===== src/rtl/sequence_detector.sv =====
// sequence_detector: serial bit-pattern detector.
// Shifts one bit per rising clk edge into a LEN-bit history and pulses `out`
// for one cycle whenever the full history equals PATTERN. OVERLAP selects
// whether the bits of a match may be reused by the next match.
// Optional saturating match counter: define SEQ_DET_COUNT_EN.
module sequence_detector #(
    parameter int unsigned    LEN     = 4,
    parameter logic [LEN-1:0] PATTERN = 4'b1101,
    parameter int unsigned    OVERLAP = 1,
    parameter int unsigned    CNT_W   = 8
) (
    input  logic             clk,
    input  logic             reset,
    input  logic             in,
    output logic             out
`ifdef SEQ_DET_COUNT_EN
    ,
    output logic [CNT_W-1:0] match_count
`endif
);

    localparam int unsigned       FILL_W = $clog2(LEN + 1);
    localparam logic [FILL_W-1:0] FULL   = FILL_W'(LEN);

    logic [LEN-1:0]    r_hist;
    logic [FILL_W-1:0] r_fill;
    logic              r_out;

    logic [LEN-1:0]    w_hist_next;
    logic [FILL_W-1:0] w_fill_next;
    logic              w_match;

    // Post-shift history/fill and the match decision taken on those values
    always_comb begin
        w_hist_next = {r_hist[LEN-2:0], in};
        w_fill_next = (r_fill == FULL) ? FULL : r_fill + 1'b1;
        w_match     = (w_fill_next == FULL) && (w_hist_next == PATTERN);
    end

    // History, fill level and registered match pulse
    always_ff @(posedge clk or posedge reset) begin
        if (reset) begin
            r_hist <= '0;
            r_fill <= '0;
            r_out  <= 1'b0;
        end else begin
            r_hist <= w_hist_next;
            // Without overlap a match empties the history so none of its
            // bits can contribute to the next match.
            if (w_match && (OVERLAP == 0)) begin
                r_fill <= '0;
            end else begin
                r_fill <= w_fill_next;
            end
            r_out <= w_match;
        end
    end

    assign out = r_out;

`ifdef SEQ_DET_COUNT_EN
    logic [CNT_W-1:0] r_count;

    // Saturating count of matches
    always_ff @(posedge clk or posedge reset) begin
        if (reset) begin
            r_count <= '0;
        end else if (w_match && (r_count != '1)) begin
            r_count <= r_count + 1'b1;
        end
    end

    assign match_count = r_count;
`endif

endmodule


===== config.mk =====
export PLATFORM = sky130hd
export DESIGN_NAME = sequence_detector
export DESIGN_NICKNAME = d
export VERILOG_FILES = /design/src/rtl/sequence_detector.sv
export SDC_FILE = /design/constraint.sdc
export NUM_CORES = 1
export LEC_CHECK = 0
export CORE_AREA = 8 8 45 47
export CTS_BUF_LIST = sky130_fd_sc_hd__clkbuf_2 sky130_fd_sc_hd__clkbuf_4 sky130_fd_sc_hd__clkbuf_8
export CTS_CLUSTER_DIAMETER = 80
export DETAILED_ROUTE_END_ITERATION = 16
export DIE_AREA = 0 0 53 55
export GPL_TIMING_DRIVEN = 0
export PLACE_DENSITY = 0.39
export SLEW_MARGIN = 10
export SYNTH_ARGS = -nofsm -noshare
export SYNTH_HDL_FRONTEND = slang
export SYNTH_SLANG_ARGS = --single-unit

===== constraint.sdc =====
create_clock -name clk -period 1.75 [get_ports clk]
set_clock_uncertainty 0.1 [all_clocks]
set_input_delay 0.35 -clock clk [delete_from_list [all_inputs] [get_ports clk]]
set_output_delay 0.35 -clock clk [all_outputs]
set_load 0.05 [all_outputs]

Word level (Yosys, flattened, before mapping)
Index checks and enable logic that the tools add are counted.
Operators by class
  $add $sub $neg: 1
  equality and inequality tests: 3
  mux-type cells: 1
  reduce and logical (&&, ||, !) cells: 1
Operators with widths (count)
  == test 3 bit (second input constant): 2
  == test 4 bit (second input constant): 1
  adder 3 x 1 -> 3 bit (second input constant): 1
  two-way mux 3 bit: 1
  logical AND 1 bit: 1
Storage, ports and cells
  flip-flop bits (word level): 7
  output and inout bits: 1

Depth between registers and ports, before layout
  depth after elaboration: 4
  depth in mapped cells: 5

Worst setup path after synthesis
Ideal clock, no wire load.
  kind: reg2reg
  from: register r_fill[0]
  to: register r_out (netlist: out)
  arrival time: 1.011 ns
  slack: 0.543 ns
  stages on the path, launching flop included: 6
  buffers on the path: 0
  cell sequence: dfrtp_1 -> inv_1 -> ha_1 -> nor2_1 -> nand4_1 -> nor4_2
Between the ends
  cells in the longest elaborated chain, start to end: 4
  elaborated cells between the ends (all ways): 5
  those cells by class: 1 x add/sub; 2 x eq/ne; 1 x mux; 1 x reduce/logical
Ends and longest elaborated chain
  start: declaration: line 26  | logic [FILL_W-1:0] r_fill;
  start signal: assignment: line 53  | r_fill <= w_fill_next;
  adder 3 x 1 -> 3 bit / == test 3 bit (equally long branches): line 36  | w_fill_next = (r_fill == FULL) ? FULL : r_fill + 1'b1;
  two-way mux 3 bit (*): line 36
  named net w_fill_next[1]: line 30  | logic [FILL_W-1:0] w_fill_next;
  == test 3 bit (*): line 37  | w_match = (w_fill_next == FULL) && (w_hist_next == PATTERN);
  logical AND 1 bit (*): line 37
  named net w_match: line 31  | logic w_match;
  end signal: assignment: line 55  | r_out <= w_match;
  end: declaration: line 27  | logic r_out;
Mark *: on every way through the listed nets, which the timed path passes. The rest lies on a longest branch.

Final worst setup path
  from: register r_out (netlist: out)
  to: output port out
RTL lines
  end: declaration: line 15  | output logic out
No word-level cell between the ends.

==> flow_metrics.tcl <==
set metrics [dict create \
    first_pass_iters 1 \
    core_sq_mm 0.001384 \
    min_period_ps 1530 \
    fin_crit_sh 0.8746 \
    path_class "reg -> out" \
    numCtsBuffers 3 \
    grt_start_max_net_pins 8 \
    ys_warn_count 0 \
    worst-path-buf-inv 1 \
    synthMuxAreaShare 0 \
    net-switching-power_mw 0.06915 \
    crit_fanout 1 \
    crit_chain "dlygate4sd2_1" \
    synthXorXnorAreaFrac 0 \
    synth_compound_area_frac 0.03398 \
    multi_input_area_sq_um 71.32 \
    seq_area_sq_um 175.2 \
    status "completed" \
    vias 160 \
    power_frac_clock 0.475 \
    drive_gt1_frac 0.2222 \
    whs_ps 230.8 \
    slowest_delay_ps 520 \
    place_ws_ps 196.9 \
    stdcell_area_sq_um 336.6 \
    fillers 156 \
    relSlewSlack 0.6752 \
    cp-start-kind "flop" \
    drt_iter0_drc 0 \
    initial_core_util 0.1863 \
    irDropWorstVdd_v 0.0003188 \
    cts.htree.levels 1 \
    maxCapViolations 0 \
    cts-root-buf "clkbuf_4" \
    hold_viol_final 0 \
    routedWlPerCell_microns 9.930 \
    die_area_sq_mm 0.002915 \
    hold_path.class "in -> async" \
    ios 4 \
    powerDensity_mw_per_mm2 1019 \
    viasPerCell 3.721 \
    area_delta_synth_final_pct 30.58 \
    async_reset_ff_frac 1.000 \
    report.final.slew_viol_count 0 \
    overflow 0 \
    die_y_microns 55 \
    synthSimpleGateAreaFrac 0.1456 \
    syn_area_sq_um 257.7 \
    synth_cell_types 8 \
    dpl_cell_area_sq_um 307.8 \
    cp.arrival_ps 1080 \
    fin_nets 33 \
    critPathTopFamily "buffers and inverters" \
    setup_tns_ps 0 \
    synth_seq_cells 7 \
    end_kind "output port" \
    grt_pass1_vias 185 \
    grt_pass1_wl_microns 696 \
    clockBufferDepth 2 \
    setup_viol 0 \
    synth_seq_area_share 0.6796 \
    setup_ws_ps 219.5 \
    max_slew.worst_pin.slew_ps 489.2 \
    antenna_found_initial 0 \
    io_buffers 3 \
    clk_pin_slew_ps 50 \
    synth_cells 20 \
    synth.most_common_cell "dfrtp_1" \
    insertion_delay_ps 250 \
    grt_usage 0.03730 \
    synth_area_leader_cell "dfrtp_1" \
    wirelength_microns 427 \
    p_leak_nw 0.1580 \
    yosysTopAreaCellShare 0.6796 \
    cts_setup_buffers 0 \
    syn_area_per_cell_sq_um 12.89 \
    p_sw_frac 0.2016 \
    fmax_mhz 653.4 \
    synthAdderAreaFrac 0.09709 \
    die_w_microns 53 \
    p_int_mw 0.2739 \
    place_congestion 0.7206 \
    yosys_most_used_dff "dfrtp_1" \
    ant_nets 0 \
    power_frac_seq 0.489 \
    slowest_stage "dlygate4sd2_1" \
    synthTopCellsByArea "dfrtp_1, ha_1, nor2_1" \
    cts_tree "built" \
    p_comb_frac 0.035 \
    antennaDiodeCount 0 \
    synthTopCellsByCount "dfrtp_1, nor2_1, inv_1" \
    rows 14 \
    syn-num-nets 25 \
    clock-sinks 7 \
    synth_top_family_by_area "simple AND/OR/NAND/NOR gates" \
    drc 0 \
    grt_setup_unrepaired "false" \
    required_ps 1300 \
    synth-edff-count 0 \
]
## sequential cells by signal (all words and copies together) (netlist names)
| register | count |
|---|---|
| r_fill | 3 |
| r_hist | 3 |
| out | 1 |
## final timing paths
kind | from | endpoint | slack [ps] | depth (start not counted)
worst min-delay path | reset | r_fill[1] | 230 | 2
worst max-delay path | out | out | 220 | 1
min in group clk | r_hist[0] | r_hist[1] | 280 | 0
worst min register to register | r_hist[0] | r_hist[1] | 280 | 0
max in group asynchronous | reset | r_hist[1] | 1100 | 2
worst max register to register | r_fill[0] | out | 440 | 5
## kinds of logic (layout without fill, tap and decap cells)
logic type / after synthesis / count (layout)
DFF: 7 / 7
adders and majority gates: 2 / 2
and+or+nand+nor: 7 / 7
AOI/OAI and AO/OA: 1 / 1
buffers and inverters: 3 / 10
## per-layer routing
layer / up-vias / track usage / part of all wire
li1: 78 / - / -
met1: 77 / 0.03379 / 0.43
met2: 3 / 0.04688 / 0.48
met3: 2 / 0.01872 / 0.070
met4: 0 / 0.06466 / 0.012
met5: - / 0 / 0
## layout by cell type, fill, tap and decap left out
| cell type | instances |
|---|---|
| a21oi_2 | 1 |
| clkbuf_4 | 4 |
| nand4_1 | 1 |
| dlygate4sd2_1 | 1 |
| clkdlybuf4s50_1 | 2 |
| dfrtp_1 | 7 |
| ha_1 | 2 |
| nor4_2 | 1 |
| inv_1 | 3 |
| nor2_1 | 4 |
| nand2_1 | 1 |
## per-stage QoR
| step | util | instances | total power [mW] |
|---|---|---|---|
| after floorplan | - | 20 | 0.1760 |
| after global placement | 0.2224 | 39 | 0.1831 |
| after detailed placement | 0.2224 | 39 | 0.1836 |
| after CTS | 0.2432 | 43 | 0.3515 |
| after global routing | 0.2432 | 43 | 0.3614 |
| final | 0.2432 | 43 | 0.3431 |
## cell type report
| cell class | count | area share |
|---|---|---|
| inverters | 3 | 0.03346 |
| multi-input cells | 10 | 0.2119 |
| flip-flops and latches | 7 | 0.5204 |
| well taps | 16 | 0.05948 |
| clock buffers | 4 | 0.08922 |
| repair buffers | 3 | 0.08550 |
## power groups by stage
| stage | clock network, mW | logic, mW | registers (mW) |
|---|---|---|---|
| floorplan | 0 | 0.00377 | 0.172 |
| global placement | 0 | 0.0126 | 0.170 |
| detailed placement | 0 | 0.0129 | 0.171 |
| CTS | 0.171 | 0.0125 | 0.168 |
| global route | 0.180 | 0.0132 | 0.168 |
| finish | 0.163 | 0.0122 | 0.168 |
## timing repair
item,4_1_cts,5_1_grt
gates resized for setup,1,0
setup endpoints to repair,1,0
hold buffers,0,0
No activity file was read; power rests on OpenSTA's default activity.
